**src/rtl/btn_pkg.sv**
```systemverilog
// Shared types and constants for the four-button debouncer.
// Optional auto-repeat is enabled with BTN_DEBOUNCE_REPEAT_EN.
package btn_pkg;

    typedef logic [1:0] btn_state_t;

    localparam btn_state_t IDLE       = 2'd0;
    localparam btn_state_t PRESS_WAIT = 2'd1;
    localparam btn_state_t HELD       = 2'd2;
    localparam btn_state_t REL_WAIT   = 2'd3;

    localparam int BTN_IDX_NORTH = 0;
    localparam int BTN_IDX_SOUTH = 1;
    localparam int BTN_IDX_WEST  = 2;
    localparam int BTN_IDX_EAST  = 3;

    function automatic int unsigned max2(input int unsigned a,
                                         input int unsigned b);
        return (a > b) ? a : b;
    endfunction

endpackage

```
**src/rtl/btn_debounce_ch.sv**
```systemverilog
// One button channel: 2-flop synchronizer, debounce FSM, optional
// auto-repeat (BTN_DEBOUNCE_REPEAT_EN).
module btn_debounce_ch
    import btn_pkg::*;
#(
    parameter int unsigned DEBOUNCE_CYCLES = 50000,
    parameter int unsigned REPEAT_DELAY    = 25000000,
    parameter int unsigned REPEAT_PERIOD   = 5000000
) (
    input  logic clk,
    input  logic rst_n,
    input  logic btn_raw,
    output logic level_o,
    output logic press_o,
    output logic release_o
);

    localparam int CW = $clog2(DEBOUNCE_CYCLES + 1);
    localparam logic [CW-1:0] CNT_LAST = CW'(DEBOUNCE_CYCLES - 1);

    logic            sync1_q, sync1_d;
    logic            sync_q, sync_d;
    btn_state_t      state_q, state_d;
    logic [CW-1:0]   cnt_q, cnt_d;
    logic            level_q, level_d;
    logic            press_q, press_d;
    logic            release_q, release_d;

`ifdef BTN_DEBOUNCE_REPEAT_EN
    localparam int RW = $clog2(max2(REPEAT_DELAY, REPEAT_PERIOD) + 1);
    localparam logic [RW-1:0] REP_FIRST = RW'(REPEAT_DELAY - 1);
    localparam logic [RW-1:0] REP_NEXT  = RW'(REPEAT_PERIOD - 1);

    logic [RW-1:0] rep_cnt_q, rep_cnt_d;
    logic          rep_first_q, rep_first_d;
    logic [RW-1:0] rep_target;

    assign rep_target = rep_first_q ? REP_FIRST : REP_NEXT;
`endif

    always_comb begin
        sync1_d   = btn_raw;
        sync_d    = sync1_q;
        state_d   = state_q;
        cnt_d     = cnt_q;
        level_d   = level_q;
        press_d   = 1'b0;
        release_d = 1'b0;
`ifdef BTN_DEBOUNCE_REPEAT_EN
        rep_cnt_d   = rep_cnt_q;
        rep_first_d = rep_first_q;
`endif
        case (state_q)
            IDLE: begin
                if (sync_q) begin
                    state_d = PRESS_WAIT;
                    cnt_d   = CW'(1);
                end
            end
            PRESS_WAIT: begin
                if (!sync_q) begin
                    state_d = IDLE;
                    cnt_d   = '0;
                end else if (cnt_q == CNT_LAST) begin
                    state_d = HELD;
                    cnt_d   = '0;
                    level_d = 1'b1;
                    press_d = 1'b1;
`ifdef BTN_DEBOUNCE_REPEAT_EN
                    rep_cnt_d   = '0;
                    rep_first_d = 1'b1;
`endif
                end else begin
                    cnt_d = cnt_q + CW'(1);
                end
            end
            HELD: begin
                if (!sync_q) begin
                    state_d = REL_WAIT;
                    cnt_d   = CW'(1);
`ifdef BTN_DEBOUNCE_REPEAT_EN
                    rep_cnt_d = '0;
                end else if (rep_cnt_q == rep_target) begin
                    press_d     = 1'b1;
                    rep_cnt_d   = '0;
                    rep_first_d = 1'b0;
                end else begin
                    rep_cnt_d = rep_cnt_q + RW'(1);
`endif
                end
            end
            REL_WAIT: begin
                if (sync_q) begin
                    // bounce during release: resume hold, no pulse
                    state_d = HELD;
                    cnt_d   = '0;
                end else if (cnt_q == CNT_LAST) begin
                    state_d   = IDLE;
                    cnt_d     = '0;
                    level_d   = 1'b0;
                    release_d = 1'b1;
                end else begin
                    cnt_d = cnt_q + CW'(1);
                end
            end
            default: begin
                state_d = IDLE;
                cnt_d   = '0;
            end
        endcase
    end

    always_ff @(posedge clk or negedge rst_n) begin
        if (!rst_n) begin
            sync1_q   <= 1'b0;
            sync_q    <= 1'b0;
            state_q   <= IDLE;
            cnt_q     <= '0;
            level_q   <= 1'b0;
            press_q   <= 1'b0;
            release_q <= 1'b0;
        end else begin
            sync1_q   <= sync1_d;
            sync_q    <= sync_d;
            state_q   <= state_d;
            cnt_q     <= cnt_d;
            level_q   <= level_d;
            press_q   <= press_d;
            release_q <= release_d;
        end
    end

`ifdef BTN_DEBOUNCE_REPEAT_EN
    always_ff @(posedge clk or negedge rst_n) begin
        if (!rst_n) begin
            rep_cnt_q   <= '0;
            rep_first_q <= 1'b1;
        end else begin
            rep_cnt_q   <= rep_cnt_d;
            rep_first_q <= rep_first_d;
        end
    end
`endif

    assign level_o   = level_q;
    assign press_o   = press_q;
    assign release_o = release_q;

endmodule

```
**src/rtl/btn_debounce.sv**
```systemverilog
// Four-button debouncer feeding the LCD controller button inputs.
// Define BTN_DEBOUNCE_REPEAT_EN to enable press auto-repeat.
module btn_debounce
    import btn_pkg::*;
#(
    parameter int unsigned DEBOUNCE_CYCLES = 50000,
    parameter int unsigned REPEAT_DELAY    = 25000000,
    parameter int unsigned REPEAT_PERIOD   = 5000000
) (
    input  logic       clk,
    input  logic       rst_n,
    input  logic       BTN_NORTH,
    input  logic       BTN_SOUTH,
    input  logic       BTN_WEST,
    input  logic       BTN_EAST,
    output logic [3:0] btn_level,
    output logic [3:0] btn_press,
    output logic [3:0] btn_release
);

    logic [3:0] btn_raw;

    assign btn_raw[BTN_IDX_NORTH] = BTN_NORTH;
    assign btn_raw[BTN_IDX_SOUTH] = BTN_SOUTH;
    assign btn_raw[BTN_IDX_WEST]  = BTN_WEST;
    assign btn_raw[BTN_IDX_EAST]  = BTN_EAST;

    for (genvar i = 0; i < 4; i++) begin : g_ch
        btn_debounce_ch #(
            .DEBOUNCE_CYCLES(DEBOUNCE_CYCLES),
            .REPEAT_DELAY   (REPEAT_DELAY),
            .REPEAT_PERIOD  (REPEAT_PERIOD)
        ) u_ch (
            .clk      (clk),
            .rst_n    (rst_n),
            .btn_raw  (btn_raw[i]),
            .level_o  (btn_level[i]),
            .press_o  (btn_press[i]),
            .release_o(btn_release[i])
        );
    end

endmodule
```
**config.mk**
```make
export PLATFORM = sky130hd
export DESIGN_NAME = btn_debounce
export DESIGN_NICKNAME = d
export VERILOG_FILES = /design/src/rtl/btn_pkg.sv /design/src/rtl/btn_debounce_ch.sv /design/src/rtl/btn_debounce.sv
export SDC_FILE = /design/constraint.sdc
export NUM_CORES = 1
export LEC_CHECK = 0
export CAP_MARGIN = 20
export CORE_ASPECT_RATIO = 0.75
export CORE_MARGIN = 4
export CORE_UTILIZATION = 35
export CTS_CLUSTER_DIAMETER = 120
export DETAILED_ROUTE_END_ITERATION = 8
export DONT_BUFFER_PORTS = 1
export PLACE_DENSITY = 0.51
export SYNTH_ARGS = -nofsm -noshare
export SYNTH_HDL_FRONTEND = slang
export SYNTH_SLANG_ARGS = --single-unit
export TNS_END_PERCENT = 30
```
**constraint.sdc**
```tcl
create_clock -name clk -period 1.78 [get_ports clk]
set_input_delay 0.178 -clock clk [delete_from_list [all_inputs] [get_ports clk]]
set_output_delay 0.178 -clock clk [all_outputs]
set_load 0.01 [all_outputs]
```
==> run metrics, run 1 <==
status=finished with violations; failing checks=negative hold slack, negative setup slack; Max-slew headroom=a little under three fifths; initial core utilization=roughly 36%; Peak VDD IR=around 0.53 mV; crit path max fanout=5; min Tclk post-route=between 1.5 and 2 ns; Worst Path Arrival=approximately 2.1 ns; power share of the clock group=between 40% and 50%; I/O Buffers=0; kind of critical path=reg2reg; share of layout cells above drive strength 1=around 25%; Post-synth ARST share=100%; period utilisation layout=104%; CTS Buf Count=9; PD cells=slightly below 900 nW/µm²; CP endpoint kind=flip-flop; chip height=roughly 110 µm; sw frac=a little under a quarter; CTS tree=yes; I/O pin count=18; Sw Pwr=1.24 mW; Critical Path RT=about 2.0 ns; # rows=36; Syn Nets=between 500 and 600; Vias/cell=5.35; Area growth syn-to-layout=28.2%; antenna violations before repair=1; Initial DRC Count=about 250; clock latency at the later pin of the worst-skew pair=0.34 ns; Die Width=between 100 and 150 µm; H-tree lvl count=3; Final nets=about 590; worst min path class=in2async; Worst Setup Start Kind=flip-flop; final count of negative-setup-slack endpoints=17; Internal Power=between 3 and 4 mW; worst r2r dst=g_ch[2].u_ch.level_o; hpwl dp=7.32 mm; final hold slack=-0.469 ns; Routability Congestion=0.815; part of the power in registers=between 40% and 50%; number of global-route vias before repair=around 3.8k; top_reg_cell synth=dfrtp_1; RSZ-0062 raised after global routing=yes; Syn Area/Cell=9.13 µm²; Clock Pin Slew Worst Setup and Hold Paths=~0.06 ns; Detail Route Antenna Nets=0; DR pass1 iterations=5; Comb power frac=approximately an eighth; global-route wire length before repair=between 15 and 20 mm; Leak=about 2.5 nW; worst r2r src=g_ch[2].u_ch.cnt_q[10]; FF-to-FF path depth=6; GR Util All Layers=15.2%; commonest non-fill, non-tap cells in the layout=91 x dfrtp_1, 76 x buf_4, 63 x nand2_1; cell count after synthesis=slightly above 500; hold buffers post-CTS=4; Core ar.=between 10000 and 15000 µm²; setup TNS=-0.473 ns; Worst-Margin Slew=0.653 ns; sequential fraction of the synthesis area=~49%; R2R setup slack=-0.08 ns; commonest non-fill, non-tap cell in the layout=dfrtp_1; maxcap violations=0; worst setup margin=-0.0765 ns; gr ovfl total=0; number of remaining DRC errors=0; Ys Warns=0; Achievable Freq=about 540 MHz; largest net degree at the start of global routing=between 90 and 100; post-synthesis cell area=roughly 4700 µm²; Post-synth EDFFs=0; Util after Layout=45.8%; die area=15200 µm²; DR WL/cell=~15 µm; Layout Skew=roughly 0.0057 ns; endpoints failing hold=92; Sink Count=a little over 90; final WL=10.9 mm; Pins Over Slew Limit=0; Synth Register Bits=92; clk buf depth=2; Distinct cells, synth=52; vias=between 4k and 5k; clk root buf=clkbuf_16
-- worst max-delay path, cell delays in order, from the launching register on --
cell and delay, ns:
dfrtp_1 0.40, or4_4 0.54, nor4_4 0.30, buf_4 0.19, nand2_2 0.08, o21ai_1 0.15, a21oi_1 0.08
-- worst max-delay path by stage --
stage	cells after the start	from	slack [ns]	endpoint
after global routing	6	g_ch[2].u_ch.cnt_q[11]	-0.15	g_ch[2].u_ch.cnt_q[9]
after detailed placement	6	g_ch[2].u_ch.cnt_q[0]	-0.15	g_ch[2].u_ch.cnt_q[13]
final	6	g_ch[2].u_ch.cnt_q[10]	-0.08	g_ch[2].u_ch.level_o
after global placement	6	g_ch[2].u_ch.cnt_q[0]	-0.09	g_ch[2].u_ch.cnt_q[15]
after floorplan	6	g_ch[2].u_ch.cnt_q[10]	-0.10	g_ch[2].u_ch.cnt_q[5]
after CTS	6	g_ch[2].u_ch.cnt_q[12]	-0.06	g_ch[2].u_ch.level_o
-- layout make-up --
type                       instances  area (µm²)
antenna                            1        2.50
clock buffer                       9         225
clock inverter                     6         136
fill                            1233        7050
inverter                          18        67.6
multi-input combinational        369        2310
sequential                        92        2300
tap                              171         214
timing repair buffer              86         709
-- state kept, by name, indices dropped and copies added (netlist names), named ones only --
register             flops
g_ch.u_ch.cnt_q         64
g_ch.u_ch.state_q        4
g_ch.u_ch.sync_q         4
g_ch.u_ch.release_o      4
g_ch.u_ch.level_o        4
g_ch.u_ch.press_o        4
g_ch.u_ch.sync1_q        4
-- metal layers --
layer / up-vias / share of wire [%] / global-route usage (%)
li1: 2001 / - / -
met1: 1941 / 51 / 22.0
met2: 72 / 43 / 22.4
met3: 12 / 4.7 / 4.13
met4: 0 / 0.91 / 3.80
met5: - / 0 / 0
-- power by group through the flow --
stage          registers [mW]  clock network, mW  logic, mW
5_1_grt                  2.28               2.49      0.678
3_5_place_dp             2.29                  0      0.523
4_1_cts                  2.25               2.41      0.540
6_report                 2.27               2.34      0.610
2_1_floorplan            2.28                  0      0.301
3_3_place_gp             2.29                  0      0.516
-- per-stage QoR --
| step | area [µm²] | total power [mW] | setup slack (ns) | cells | hold slack (ns) |
|---|---|---|---|---|---|
| final | 5970 | 5.22 | -0.0765 | 752 | -0.469 |
| after global routing | 5970 | 5.45 | -0.152 | 752 | -0.490 |
| after CTS | 5800 | 5.20 | -0.0558 | 750 | -0.484 |
| after detailed placement | 5310 | 2.81 | -0.150 | 727 | -0.113 |
| after global placement | 5310 | 2.80 | -0.0854 | 727 | -0.113 |
| after floorplan | 4670 | 2.58 | -0.101 | 510 | -0.118 |
-- cells by family (layout without fill, tap and decap cells) --
| group | count (synthesis) | in the layout | synth area share [%] |
|---|---|---|---|
| fa+ha+maj | 4 | 4 | 1.08 |
| compound gates | 141 | 141 | 18.3 |
| simple gates | 212 | 213 | 23.5 |
| xor+xnor | 4 | 4 | 0.753 |
| other cells | 0 | 1 | 0 |
| buf+inv | 50 | 119 | 5.35 |
| mux | 7 | 7 | 1.51 |
| flops | 92 | 92 | 49.5 |
-- what timing repair did --
item	4_1_cts	5_1_grt
endpoints found under the hold margin	96	92
gates cloned	1	1
gates resized for setup	19	31
setup buffers	3	0
endpoints found under the setup margin	19	50
pin swaps	10	12
-- Yosys cell counts, types with 2 or more instances --
master    number  area, µm²
o22a_1         2       17.5
nor4b_1        2       17.5
a21oi_1       37        185
or2_2          5       31.3
a22o_1         5       43.8
buf_2          7       35.0
buf_4         12       90.1
o211a_1        2       20.0
a31oi_1       22        138
a41oi_1        7       61.3
a211oi_1       2       15.0
nor3_1        13       65.1
o31ai_1        2       15.0
mux2i_1        7       70.1
nand4_1       13       81.3
a21o_1         3       22.5
clkbuf_1      12       45.0
o41ai_1        2       17.5
nand2_1       66        248
and3_1         9       56.3
o21ai_0       46        230
or3_1          3       18.8
o21a_1         2       15.0
inv_1         18       67.6
nor4_1         9       56.3
nand3_1       34        170
and2_1         7       43.8
ha_1           4       50.1
o22ai_1        2       12.5
nor2_1        30        113
dfrtp_1       92       2300
xor2_1         4       35.0
nor4bb_1       3       30.0
nand3b_1       3       22.5
and4_1         6       52.6
(Power assumes the default switching activity.)
==> run 2: changes to the inputs <==
clock period = 1.51 ns   (was 1.78 ns; I/O delays follow)
==> run 2 against run 1 <==
Compared with the run above:
- critical path depth unchanged
- sequential power up 16%
- combinational power up 67%
- via count increased by 6.3%
- the flow still finishes with violations (negative hold slack, negative setup slack)
- largest cell class unchanged
- final cell count grew 8.0%
- register-to-register slack lost 0.25 ns
- flip-flop and latch count stayed put
==> run metrics, run 2 (synthesis results as in run 1) <==
power share of the clock group=37.5% (-7.4 points); global-route wire length before repair=20.3 mm (+7.8%); design area=6600 µm² (+11%); commonest non-fill, non-tap cells in the layout=128 x buf_4, 92 x dfrtp_1, 55 x nand2_1; worst min path class=in2async; final hold slack=-0.490 ns (-0.0205 ns); Die Width=141 µm (unchanged); period utilisation layout=121% (+17 points); Layout Skew=0.00920 ns (+0.00347 ns); failing checks=negative hold slack, negative setup slack; Comb power frac=17.4% (+5.7 points); Clock Pin Slew Worst Setup and Hold Paths=0.07 ns (about the same); Util after Layout=50.7% (+4.9 points); Critical Path RT=1.77 ns (-0.23 ns); Sw Pwr=1.60 mW (+29%); R2R setup slack=-0.32 ns (-0.25 ns); Worst-Margin Slew=0.470 ns (-0.183 ns); Internal Power=4.24 mW (+6.4%); vias=4278 (+6.3%); initial core utilization=35.8% (unchanged); Routability Congestion=0.838 (+2.8%); Antenna Cells=0 (-1); Initial DRC Count=273 (+11%); Top reg by flops=g_ch.u_ch.cnt_q; clk buf depth=2 (unchanged); fillcell total=1156 (-6.2%); clock latency at the later pin of the worst-skew pair=0.34 ns (about the same); Area growth syn-to-layout=41.8%; commonest non-fill, non-tap cell in the layout=buf_4; Finished Layout Cells=812 (+8.0%); CTS Buf Count=9 (unchanged); sw frac=27.5% (+3.7 points); antenna violations before repair=0 (-1); Detail Route Antenna Nets=0 (unchanged); I/O pin count=18 (unchanged); RSZ-0062 raised after global routing=yes; Vias/cell=5.27 (-1.6%); min Tclk post-route=1.83 ns (-0.0240 ns); worst setup margin=-0.322 ns (-0.246 ns); dpl cell area=5750 µm² (+8.3%); number of remaining DRC errors=0 (unchanged); number of global-route vias before repair=4133 (+8.3%); crit path max fanout=6 (+1); die area=15200 µm² (unchanged); Core ar.=13000 µm² (unchanged); hpwl dp=7.96 mm (+8.8%); CP endpoint kind=flip-flop; max reg flops=64 (unchanged); number of cells after detailed placement=781 (+7.4%); Leak=2.87 nW (+15%); hold buffers post-CTS=4 (unchanged); chip height=108 µm (unchanged); Achievable Freq=546 MHz (+1.3%); PD cells=884 nW/µm² (+1.1%); share of layout cells above drive strength 1=39.8% (+15 points); status=finished with violations; Max-slew headroom=68.6% (+12 points); final count of negative-setup-slack endpoints=66 (+49); Worst Path Arrival=2.10 ns (+0.02 ns); DR pass1 iterations=4 (-1); part of the power in registers=45.1% (+1.7 points); DR WL/cell=14.7 µm (+0.86%); gr ovfl total=0 (unchanged); clk root buf=clkbuf_16; endpoints failing hold=92 (unchanged); # rows=36 (unchanged); maxcap violations=0 (unchanged); Pins Over Slew Limit=0 (unchanged); I/O Buffers=0 (unchanged); GR Util All Layers=16.3% (+1.2 points); Worst Setup Start Kind=flip-flop; Sink Count=92 (unchanged); Final nets=646 (+10%); final WL=11.9 mm (+8.9%); H-tree lvl count=3 (unchanged); kind of critical path=reg2reg; Peak VDD IR=0.607 mV (+14%); largest net degree at the start of global routing=93 (unchanged); CTS tree=yes
## run 2: layout make-up
cell class | instances | area, µm² | share of cell area, %
flip-flops and latches | 92 | 2300 | 34.9
clock inverters | 7 | 60.1 | 0.910
multi-input cells | 369 | 2560 | 38.7
clock buffers | 9 | 225 | 3.41
repair buffers | 146 | 1180 | 17.8
inverters | 18 | 67.6 | 1.02
well taps | 171 | 214 | 3.24
## run 2: per-layer routing
metal  routed length (µm)  global-route usage [%]  vias to the layer above
li1                     -                       -                     2123
met1                 6110                    23.7                     2084
met3                  375                    4.09                        4
met5                    0                       0                        -
met4                   41                    3.32                        0
met2                 5380                    24.8                       67
## run 2: what timing repair did
item	4_1_cts	5_1_grt
setup buffers	5	4
cloned	2	0
gates resized for setup	81	42
setup endpoints to repair	77	80
pin swaps	40	15
endpoints found under the hold margin	96	92
## run 2: power by group through the flow
stage               clock network (mW)  logic (mW)  registers [mW]
floorplan                            0       0.361            2.69
global placement                     0       0.789            2.67
detailed placement                   0       0.801            2.67
CTS                               2.25       0.969            2.63
global route                      2.36        1.12            2.65
finish                            2.19        1.02            2.63
## run 2: through the flow
step,setup TNS [ns],setup slack [ns],total power [mW],hold WS [ns]
floorplan,-13.66,-0.371,3.05,-0.145
global placement,-15.11,-0.347,3.46,-0.139
detailed placement,-17.03,-0.438,3.48,-0.139
CTS,-10.22,-0.340,5.85,-0.511
global route,-14.75,-0.398,6.13,-0.517
finish,-9.65,-0.322,5.84,-0.490
## run 2: final timing paths
check	depth (start not counted)	end	from
max in group asynchronous	0	g_ch[1].u_ch.cnt_q[4]	rst_n
hold / removal	0	g_ch[2].u_ch.cnt_q[12]	rst_n
setup reg to reg	6	g_ch[2].u_ch.level_o	g_ch[2].u_ch.cnt_q[10]
setup / recovery	6	g_ch[2].u_ch.level_o	g_ch[2].u_ch.cnt_q[10]
hold reg to reg	0	g_ch[1].u_ch.sync_q	g_ch[1].u_ch.sync1_q
min in group clk	1	g_ch[1].u_ch.sync1_q	BTN_SOUTH
## run 2: worst max-delay path, stage by stage, from the launching register on
cell	delay, ns
dfrtp_1	0.39
or4_4	0.55
nor4_4	0.28
buf_4	0.20
and2_4	0.18
a21oi_2	0.06
a21oi_2	0.11
